$ cat config.mk
export PLATFORM = sky130hd
export DESIGN_NAME = xor_cipher_ctrl_flat
export DESIGN_NICKNAME = d
export VERILOG_FILES = /design/src/rtl/xor_cipher_ctrl_if.sv /design/src/rtl/xor_cipher_ctrl.sv /design/src/flat_wrapper.sv
export SDC_FILE = /design/constraint.sdc
export NUM_CORES = 2
export LEC_CHECK = 0
export ABC_AREA = 1
export BUFFER_PORTS_ARGS = -buffer_cell sky130_fd_sc_hd__buf_2
export CAP_MARGIN = 0
export CORE_AREA = 3 3 608 610
export CTS_CLUSTER_DIAMETER = 40
export CTS_CLUSTER_SIZE = 40
export DETAILED_ROUTE_END_ITERATION = 16
export DIE_AREA = 0 0 611 613
export GPL_ROUTABILITY_DRIVEN = 0
export HOLD_SLACK_MARGIN = 0.05
export PLACE_DENSITY = 0.32
export SLEW_MARGIN = 20
export SYNTH_ARGS = -nofsm -noshare
export SYNTH_HDL_FRONTEND = slang
export SYNTH_SLANG_ARGS = --single-unit
$ cat constraint.sdc
create_clock -name iClk -period 2.4 [get_ports iClk]
set_clock_uncertainty 0.05 [all_clocks]
set_input_delay 0.48 -clock iClk [delete_from_list [all_inputs] [get_ports iClk]]
set_output_delay 0.48 -clock iClk [all_outputs]
set_load 0.005 [all_outputs]
$ cat src/rtl/xor_cipher_ctrl_if.sv
// Handshake and data bundle between the XOR cipher controller, its serial
// source/sink and the encryption core.
interface xor_cipher_ctrl_if #(
  parameter int MSG_SIZE = 512
);
  localparam int CW = $clog2(MSG_SIZE) + 1;

  logic                iStart;
  logic                iData_bit;
  logic                iData_valid;
  logic                iData_is_key;
  logic                oReady_in;
  logic [MSG_SIZE-1:0] oMessage;
  logic [MSG_SIZE-1:0] oKey;
  logic [CW-1:0]       oMessage_counter;
  logic [CW-1:0]       oKey_counter;
  logic                oCan_encrypt;
  logic                iEncrypt_done;
  logic [MSG_SIZE-1:0] iCiphertext;
  logic                oCipher_bit;
  logic                oCipher_valid;
  logic                iCipher_ready;
  logic                oCore_clear;
  logic                oBusy;
  logic                oDone;
  logic                oError;

  // Controller side
  modport master (
    input  iStart, iData_bit, iData_valid, iData_is_key,
    input  iEncrypt_done, iCiphertext, iCipher_ready,
    output oReady_in, oMessage, oKey, oMessage_counter, oKey_counter,
    output oCan_encrypt, oCipher_bit, oCipher_valid, oCore_clear,
    output oBusy, oDone, oError
  );

  // Environment side: serial source, core and ciphertext sink
  modport slave (
    output iStart, iData_bit, iData_valid, iData_is_key,
    output iEncrypt_done, iCiphertext, iCipher_ready,
    input  oReady_in, oMessage, oKey, oMessage_counter, oKey_counter,
    input  oCan_encrypt, oCipher_bit, oCipher_valid, oCore_clear,
    input  oBusy, oDone, oError
  );
endinterface

$ cat src/rtl/xor_cipher_ctrl.sv
// Sequencer for the XOR encryption core: bit-serial load of message and key,
// timed wait for the core, MSB-first serial ciphertext out, then core clear.
module xor_cipher_ctrl #(
  parameter int MSG_SIZE = 512,
  parameter int TIMEOUT  = 16
) (
  input logic               iClk,
  input logic               iRst,
  xor_cipher_ctrl_if.master bus
);
  localparam int CW = $clog2(MSG_SIZE) + 1;
  localparam int WW = $clog2(TIMEOUT + 1);

  typedef enum logic [2:0] {
    IDLE    = 3'd0,
    LOAD    = 3'd1,
    ENCRYPT = 3'd2,
    SEND    = 3'd3,
    CLEAR   = 3'd4
  } state_t;

  state_t              state_r;
  logic [MSG_SIZE-1:0] msgReg_r;
  logic [MSG_SIZE-1:0] keyReg_r;
  logic [MSG_SIZE-1:0] shiftReg_r;
  logic [CW-1:0]       msgCnt_r;
  logic [CW-1:0]       keyCnt_r;
  logic [CW-1:0]       bitCnt_r;
  logic [WW-1:0]       waitCnt_r;
  logic                readyIn_r;
  logic                canEncrypt_r;
  logic                cipherValid_r;
  logic                coreClear_r;
  logic                busy_r;
  logic                error_r;

  logic                msgTake_s;
  logic                keyTake_s;
  logic                msgFullNext_s;
  logic                keyFullNext_s;
  logic                sendLast_s;

  // Load acceptance, post-load fullness and last-bit handshake detection
  always_comb begin
    msgTake_s = 1'b0;
    keyTake_s = 1'b0;
    if (state_r == LOAD && bus.iData_valid) begin
      if (bus.iData_is_key) begin
        keyTake_s = (keyCnt_r != CW'(MSG_SIZE));
      end else begin
        msgTake_s = (msgCnt_r != CW'(MSG_SIZE));
      end
    end else begin
      msgTake_s = 1'b0;
      keyTake_s = 1'b0;
    end
    msgFullNext_s = (msgCnt_r == CW'(MSG_SIZE)) ||
                    (msgTake_s && (msgCnt_r == CW'(MSG_SIZE - 1)));
    keyFullNext_s = (keyCnt_r == CW'(MSG_SIZE)) ||
                    (keyTake_s && (keyCnt_r == CW'(MSG_SIZE - 1)));
    sendLast_s    = (state_r == SEND) && cipherValid_r && bus.iCipher_ready &&
                    (bitCnt_r == CW'(MSG_SIZE - 1));
  end

  // Controller FSM with all registered outputs
  always_ff @(posedge iClk) begin
    if (iRst) begin
      state_r       <= IDLE;
      msgReg_r      <= '0;
      keyReg_r      <= '0;
      shiftReg_r    <= '0;
      msgCnt_r      <= '0;
      keyCnt_r      <= '0;
      bitCnt_r      <= '0;
      waitCnt_r     <= '0;
      readyIn_r     <= 1'b0;
      canEncrypt_r  <= 1'b0;
      cipherValid_r <= 1'b0;
      coreClear_r   <= 1'b0;
      busy_r        <= 1'b0;
      error_r       <= 1'b0;
    end else begin
      case (state_r)
        IDLE: begin
          if (bus.iStart) begin
            state_r    <= LOAD;
            msgReg_r   <= '0;
            keyReg_r   <= '0;
            shiftReg_r <= '0;
            msgCnt_r   <= '0;
            keyCnt_r   <= '0;
            bitCnt_r   <= '0;
            error_r    <= 1'b0;
            readyIn_r  <= 1'b1;
            busy_r     <= 1'b1;
          end
        end
        LOAD: begin
          if (msgTake_s) begin
            msgReg_r <= {msgReg_r[MSG_SIZE-2:0], bus.iData_bit};
            msgCnt_r <= msgCnt_r + CW'(1);
          end
          if (keyTake_s) begin
            keyReg_r <= {keyReg_r[MSG_SIZE-2:0], bus.iData_bit};
            keyCnt_r <= keyCnt_r + CW'(1);
          end
          if (msgFullNext_s && keyFullNext_s) begin
            state_r      <= ENCRYPT;
            readyIn_r    <= 1'b0;
            canEncrypt_r <= 1'b1;
            waitCnt_r    <= '0;
          end
        end
        ENCRYPT: begin
          // A done flag seen on the final wait cycle still beats the timeout
          if (bus.iEncrypt_done) begin
            state_r       <= SEND;
            shiftReg_r    <= bus.iCiphertext;
            canEncrypt_r  <= 1'b0;
            cipherValid_r <= 1'b1;
            bitCnt_r      <= '0;
          end else if (waitCnt_r == WW'(TIMEOUT - 1)) begin
            state_r      <= CLEAR;
            canEncrypt_r <= 1'b0;
            coreClear_r  <= 1'b1;
            error_r      <= 1'b1;
          end else begin
            waitCnt_r <= waitCnt_r + WW'(1);
          end
        end
        SEND: begin
          if (cipherValid_r && bus.iCipher_ready) begin
            shiftReg_r <= {shiftReg_r[MSG_SIZE-2:0], 1'b0};
            bitCnt_r   <= bitCnt_r + CW'(1);
            if (bitCnt_r == CW'(MSG_SIZE - 1)) begin
              state_r       <= CLEAR;
              cipherValid_r <= 1'b0;
              coreClear_r   <= 1'b1;
            end
          end
        end
        CLEAR: begin
          state_r     <= IDLE;
          coreClear_r <= 1'b0;
          busy_r      <= 1'b0;
        end
        default: begin
          state_r       <= IDLE;
          readyIn_r     <= 1'b0;
          canEncrypt_r  <= 1'b0;
          cipherValid_r <= 1'b0;
          coreClear_r   <= 1'b0;
          busy_r        <= 1'b0;
        end
      endcase
    end
  end

  assign bus.oReady_in        = readyIn_r;
  assign bus.oMessage         = msgReg_r;
  assign bus.oKey             = keyReg_r;
  assign bus.oMessage_counter = msgCnt_r;
  assign bus.oKey_counter     = keyCnt_r;
  assign bus.oCan_encrypt     = canEncrypt_r;
  assign bus.oCipher_bit      = shiftReg_r[MSG_SIZE-1];
  assign bus.oCipher_valid    = cipherValid_r;
  assign bus.oCore_clear      = coreClear_r;
  assign bus.oBusy            = busy_r;
  assign bus.oDone            = sendLast_s;
  assign bus.oError           = error_r;
endmodule

$ cat src/flat_wrapper.sv
// flat-port wrapper written by rule: the top's interface ports become plain ports
module xor_cipher_ctrl_flat 
#(
  parameter int MSG_SIZE = 512,
  parameter int TIMEOUT  = 16
)
  (iClk, iRst, bus_iStart, bus_iData_bit, bus_iData_valid, bus_iData_is_key, bus_iEncrypt_done, bus_iCiphertext, bus_iCipher_ready, bus_oReady_in, bus_oMessage, bus_oKey, bus_oMessage_counter, bus_oKey_counter, bus_oCan_encrypt, bus_oCipher_bit, bus_oCipher_valid, bus_oCore_clear, bus_oBusy, bus_oDone, bus_oError);
  xor_cipher_ctrl_if #(.MSG_SIZE(MSG_SIZE)) bus_i ();
  input logic iClk;
  input logic iRst;
  input wire logic [$bits(bus_i.iStart)-1:0] bus_iStart;
  input wire logic [$bits(bus_i.iData_bit)-1:0] bus_iData_bit;
  input wire logic [$bits(bus_i.iData_valid)-1:0] bus_iData_valid;
  input wire logic [$bits(bus_i.iData_is_key)-1:0] bus_iData_is_key;
  input wire logic [$bits(bus_i.iEncrypt_done)-1:0] bus_iEncrypt_done;
  input wire logic [$bits(bus_i.iCiphertext)-1:0] bus_iCiphertext;
  input wire logic [$bits(bus_i.iCipher_ready)-1:0] bus_iCipher_ready;
  output wire logic [$bits(bus_i.oReady_in)-1:0] bus_oReady_in;
  output wire logic [$bits(bus_i.oMessage)-1:0] bus_oMessage;
  output wire logic [$bits(bus_i.oKey)-1:0] bus_oKey;
  output wire logic [$bits(bus_i.oMessage_counter)-1:0] bus_oMessage_counter;
  output wire logic [$bits(bus_i.oKey_counter)-1:0] bus_oKey_counter;
  output wire logic [$bits(bus_i.oCan_encrypt)-1:0] bus_oCan_encrypt;
  output wire logic [$bits(bus_i.oCipher_bit)-1:0] bus_oCipher_bit;
  output wire logic [$bits(bus_i.oCipher_valid)-1:0] bus_oCipher_valid;
  output wire logic [$bits(bus_i.oCore_clear)-1:0] bus_oCore_clear;
  output wire logic [$bits(bus_i.oBusy)-1:0] bus_oBusy;
  output wire logic [$bits(bus_i.oDone)-1:0] bus_oDone;
  output wire logic [$bits(bus_i.oError)-1:0] bus_oError;
  assign bus_i.iStart = bus_iStart;
  assign bus_i.iData_bit = bus_iData_bit;
  assign bus_i.iData_valid = bus_iData_valid;
  assign bus_i.iData_is_key = bus_iData_is_key;
  assign bus_i.iEncrypt_done = bus_iEncrypt_done;
  assign bus_i.iCiphertext = bus_iCiphertext;
  assign bus_i.iCipher_ready = bus_iCipher_ready;
  assign bus_oReady_in = bus_i.oReady_in;
  assign bus_oMessage = bus_i.oMessage;
  assign bus_oKey = bus_i.oKey;
  assign bus_oMessage_counter = bus_i.oMessage_counter;
  assign bus_oKey_counter = bus_i.oKey_counter;
  assign bus_oCan_encrypt = bus_i.oCan_encrypt;
  assign bus_oCipher_bit = bus_i.oCipher_bit;
  assign bus_oCipher_valid = bus_i.oCipher_valid;
  assign bus_oCore_clear = bus_i.oCore_clear;
  assign bus_oBusy = bus_i.oBusy;
  assign bus_oDone = bus_i.oDone;
  assign bus_oError = bus_i.oError;
  xor_cipher_ctrl #(.MSG_SIZE(MSG_SIZE), .TIMEOUT(TIMEOUT)) u_core (.iClk(iClk), .iRst(iRst), .bus(bus_i));
endmodule
=== Word level (Yosys, flattened, before mapping) ===
Cells that the tools add are included.

* Logic and storage cells: 127
* Register bits: 1580
* Bits of input ports: 520
* Output and inout port bits: 1052

* Multiplexer cells: 50
* Eq/ne operators: 23
* Bitwise gates (word level): 5
* Reductions and logical operators: 31
* Add/subtract/negate cells: 4

{| class="wikitable"
|+ Operators with widths
! kind !! count
|-
| $mux W512 || 5
|-
| $pmux W512 S2 || 2
|-
| $pmux W512 S3 || 1
|-
| $mux W10 || 5
|-
| $pmux W10 S2 || 2
|-
| $add A10 B1 Y10 const B || 3
|-
| $eq A10 B9 Y1 const B || 3
|-
| $pmux W10 S3 || 1
|-
| $eq A10 B10 Y1 const B || 2
|-
| $ne A10 B10 Y1 const B || 2
|-
| $mux W3 || 6
|-
| $mux W1 || 17
|-
| $reduce_and A4 Y1 || 4
|-
| $mux W5 || 3
|-
| $ne A2 B2 Y1 const B || 7
|-
| $pmux W1 S3 || 4
|-
| $pmux W3 S4 || 1
|-
| $reduce_and A3 Y1 || 4
|-
| $reduce_or A3 Y1 || 4
|-
| $pmux W5 S2 || 1
|-
| $reduce_and A5 Y1 || 2
|-
| $logic_and A1 B1 Y1 || 8
|-
| $eq A3 B2 Y1 const B || 2
|-
| $ne A2 B1 Y1 const B || 3
|-
| 13 further kinds || 21
|}

=== Longest topological paths before layout ===
* Depth after elaboration: 8
* Mapped depth: 14
* Mapped depth without buffers: 13

=== Worst setup path after synthesis ===
OpenSTA, ideal clock, no wires.

* Path kind: register -> register
* From: reg u_core.waitCnt_r[0] (netlist name)
* To: reg u_core.keyReg_r[191] (netlist: u_core.bus.oKey[191])
* Data arrival time: 1753 ps
* Period minus slack after synthesis: 1919 ps
* Required time: 2234 ps
* Stages on the path, launching flop included: 13
* Path buffers: 3
* Setup slack: 481 ps
* Path through: dfxtp_1 ha_1 nand2_1 nor2_1 ha_1 inv_1 o21ai_1 nand3_1 o21ai_2 buf_6 buf_6 buf_4 nor2_1

{| class="wikitable"
|+ RTL lines
! item !! line !! source
|-
| end signal: assignment || xor_cipher_ctrl.sv:104 || <nowiki>keyReg_r <= {keyReg_r[MSG_SIZE-2:0], bus.iData_bit};</nowiki>
|-
| end: declaration || xor_cipher_ctrl.sv:24 || <nowiki>logic [MSG_SIZE-1:0] keyReg_r;</nowiki>
|}

=== Worst setup path after layout ===
* From: reg u_core.bitCnt_r[1]
* To: out bus_oDone

* Word-level cells in the longest chain between the ends: 2

{| class="wikitable"
|+ RTL lines
! item !! line !! source
|-
| start: declaration || xor_cipher_ctrl.sv:28 || <nowiki>logic [CW-1:0] bitCnt_r;</nowiki>
|-
| start signal: assignment || xor_cipher_ctrl.sv:134 || <nowiki>bitCnt_r <= bitCnt_r + CW'(1);</nowiki>
|-
| $eq A10 B9 Y1 || xor_cipher_ctrl.sv:62 || <nowiki>(bitCnt_r == CW'(MSG_SIZE - 1));</nowiki>
|-
| $logic_and A1 B1 Y1 || xor_cipher_ctrl.sv:61 || <nowiki>sendLast_s = (state_r == SEND) && cipherValid_r && bus.iCipher_ready &&</nowiki>
|-
| end: declaration || flat_wrapper.sv:28 || <nowiki>output wire logic [$bits(bus_i.oDone)-1:0] bus_oDone;</nowiki>
|}

No other way between the ends.

==> results.cfg <==
[routing]
wl_per_cell_um = 19.7
drc = 0
vias = 61043
drt_iter0_drc = 3919
wl_mm = 296
drt_pre_antenna_iters = 5
postRouteAntennaNets = 0
viasPerCell = 4.06

[global_route]
grt_pass1_wl_mm = 414
use_met3_pct = 3.90
top_usage_layer = met2
grt_start_max_net_pins = 112
track_usage_pct = 14.7
antenna_found_initial = 92
use_met1_pct = 17.3
gr-usage-met2_pct = 25.3
grt_overflow = 0
grt_pass1_vias = 58903

[logic_synthesis]
synth_fa_ha_area_share_pct = 0.145
synth_top_family_by_area = compound AO/OA/AOI/OAI gates
synth_largest_area_cell = dfxtp_1
synth-seq-cells = 1580
synth-compound-area-share_pct = 23.8
yosys_warnings = 0
synth_nets = 8202
avgSynthCellArea_um2 = 7.87
synthTopCellsByArea = dfxtp_1, o21ai_0, nand2_1
ys_types = 31
yosys.area_share.simple_pct = 14.3
synth_top_cell_area_share_pct = 52.4
synthCells = 7675
synth_area_mm2 = 0.0604
seq_area_frac_synth_pct = 52.4
synthXorXnorAreaFrac_pct = 0.174
synthMuxAreaShare_pct = 0

[floorplanning]
chipWidth_um = 611
design.die.area_mm2 = 0.375
initial_core_util_pct = 16.6
rows = 222
ios = 1572
die_h_um = 613
core_area_mm2 = 0.365

[power_and_ir_drop]
switchingPower_uw = 63700
leakage_uw = 0.0412
ir_worst_vdd_uv = 679
clkPwrFrac_pct = 32.7
p_seq_share_pct = 28.5
finalPower_uw = 162000
comb_power_share_pct = 38.9
power.density_mw_per_mm2 = 1710
sw_frac_of_total_pct = 39.4
internal-power_uw = 98100

[setup_path]
crit_start = u_core.bitCnt_r[1]
cp_slowest_cell = dfxtp_2
critPathBufInv = 2
crit_type = reg2out
crit_family = simple AND/OR/NAND/NOR gates
crit_required_ns = 1.87
cp-end-kind = output pin
critical_path.cell_chain = ha_4 -> inv_2 -> nor2_2 -> nand4_1 -> nor3_2 -> buf_4
r2r_start = u_core.waitCnt_r[1]
start_kind = flop
cp_max_fo = 2
slowest_delay_ns = 0.34
worst_ep_arrival_time_ns = 2.07

[timing]
setup_viol = 1
fin_crit_ns = 2.60
worst_slew_pin_slew_ns = 0.681
hold_viol = 0
rsz0062_at_grt = true
slew_headroom_pct = 54.6
layout_setup_ws_ns = -0.200
fin_crit_sh_pct = 108
fmax_mhz = 385
maxSlewViolCount = 0

[placed_design]
port_buffers = 1571
post-place-cells = 13727
dpl.hpwl_mm = 217
dpl_worst_slack_ns = -0.271
postPlaceCellArea_mm2 = 0.0746

[final_layout]
nets = 10376
layout.cells.non_filler = 15020
final_util_pct = 25.9
fillers = 40023
area_delta_synth_final_pct = 56.4
drive_gt1_share_pct = 25.6
finish.instance_area_mm2 = 0.0945

[clock_tree]
cts-root-buf = clkbuf_16
clk_transition_reported_paths_ns = 0.04
clockBufferDepth = 4
cts_tree = done
clkLatencyLatePin_ns = 0.88
clock-sinks = 1580
numCtsBuffers = 362
cts_max_level = 5

[min_path]
worstHoldStart = bus_iCiphertext[108]
min_path_type = in2reg

[run_status]
violations = negative setup slack
status = finished, violations left

[flow_run]
cap_viol_max_count = 0
## worst reg2reg max path, delay by kind of cell, from the launching register on
family	cells	cell delay, ns
buffers and inverters	5	0.77
and+or+nand+nor	4	0.35
AOI/OAI and AO/OA	2	0.30
DFF	1	0.34
adders and majority gates	2	0.33
## what timing repair did
action / in CTS / in global routing
gates cloned: 9 / 24
gates resized for setup: 53 / 96
hold endpoints to repair: 516 / 0
setup buffers: 22 / 7
hold buffers: 516 / 0
setup endpoints to repair: 233 / 312
pin swaps: 12 / 8
## stage by stage
stage	hold slack (ns)	TNS, ns
3_3_place_gp	0.394	-15.56
6_report	0.354	-0.200
3_5_place_dp	0.391	-17.36
2_1_floorplan	0.391	0
4_1_cts	0.234	-0.363
5_1_grt	0.298	-0.402
## final timing paths
path,endpoint,slack [ns],depth (start not counted)
setup / recovery,bus_oDone,-0.20,6
hold / removal,u_core.shiftReg_r[108],0.35,4
setup reg to reg,u_core.bus.oMessage[411],0.16,13
hold reg to reg,u_core.bus.oCore_clear,0.40,2
## flip-flops by register name, indices dropped and copies added, names as in the netlist
register / cells
u_core.bitCnt_r: 10
u_core.bus.oBusy: 1
u_core.bus.oCan_encrypt: 1
u_core.bus.oCipher_valid: 1
u_core.bus.oCore_clear: 1
u_core.bus.oError: 1
u_core.bus.oKey: 512
u_core.bus.oKey_counter: 10
u_core.bus.oMessage: 512
u_core.bus.oMessage_counter: 10
u_core.bus.oReady_in: 1
u_core.shiftReg_r: 512
u_core.state_r: 3
u_core.waitCnt_r: 5
## cells in the final DEF (no fill, tap or decap), types with 5 or more instances in the layout
| master | n |
|---|---|
| a22oi_1 | 511 |
| buf_12 | 105 |
| nor2_1 | 1091 |
| inv_6 | 5 |
| clkbuf_1 | 47 |
| clkinvlp_4 | 29 |
| a21oi_1 | 548 |
| o21ai_1 | 51 |
| nor3_1 | 15 |
| clkinv_16 | 16 |
| clkinv_2 | 68 |
| clkinv_8 | 5 |
| bufinv_16 | 55 |
| o21ai_0 | 1497 |
| clkbuf_8 | 69 |
| xor2_1 | 9 |
| buf_2 | 1570 |
| dlygate4sd3_1 | 516 |
| buf_8 | 6 |
| diode_2 | 49 |
| buf_6 | 10 |
| clkinv_4 | 11 |
| nand4_1 | 8 |
| clkbuf_16 | 384 |
| nand2_2 | 6 |
| dfxtp_1 | 1571 |
| nand3_1 | 17 |
| nand2_1 | 1111 |
| buf_16 | 29 |
| nor2_2 | 7 |
| buf_4 | 183 |
| inv_1 | 549 |
| dfxtp_2 | 8 |
| inv_2 | 8 |
## routing by layer
layer	wire length (um)	part of all wire, %
met1	121000	41
met2	144000	49
met3	19000	6.4
met4	11300	3.8
met5	314	0.11
## layout make-up
| class | instances | area, um2 | share of cell area [%] |
|---|---|---|---|
| repair inverters | 1 | 11.3 | 0.0119 |
| multi-input cells | 4902 | 23300 | 24.7 |
| inverters | 561 | 2160 | 2.28 |
| diodes | 49 | 123 | 0.130 |
| well taps | 4816 | 6030 | 6.38 |
| clock buffers | 481 | 10300 | 10.9 |
| clock inverters | 189 | 2910 | 3.07 |
| flip-flops and latches | 1580 | 31600 | 33.5 |
| repair buffers | 2441 | 18100 | 19.1 |
## power by group through the flow
stage | logic [uW] | clock network (uW) | registers [uW]
after floorplan | 32900 | 0 | 44300
final | 62900 | 52800 | 46000
after detailed placement | 59500 | 0 | 46500
after global routing | 71000 | 55500 | 47400
after global placement | 59400 | 0 | 46300
after CTS | 61900 | 54200 | 46200
## Yosys cell counts (all sizes together)
master,count
a21oi,548
a22oi,511
a31o,1
buf,377
clkbuf,255
dfxtp,1580
ha,7
inv,561
nand2,1121
nand3,20
nand4,8
nor2,1100
nor3,16
nor3b,1
o2111ai,1
o21ai,1551
o22ai,1
o31ai,1
or2,3
xnor2,3
xor2,9
## cells by family after synthesis
kind of cell,Yosys count
buffers and inverters,1193
AO/OA/AOI/OAI,2614
AND/OR/NAND/NOR,2269
flip-flops,1580
adder cells (fa/ha/maj),7
XOR/XNOR,12
No activity file was read; power rests on OpenSTA's default activity.
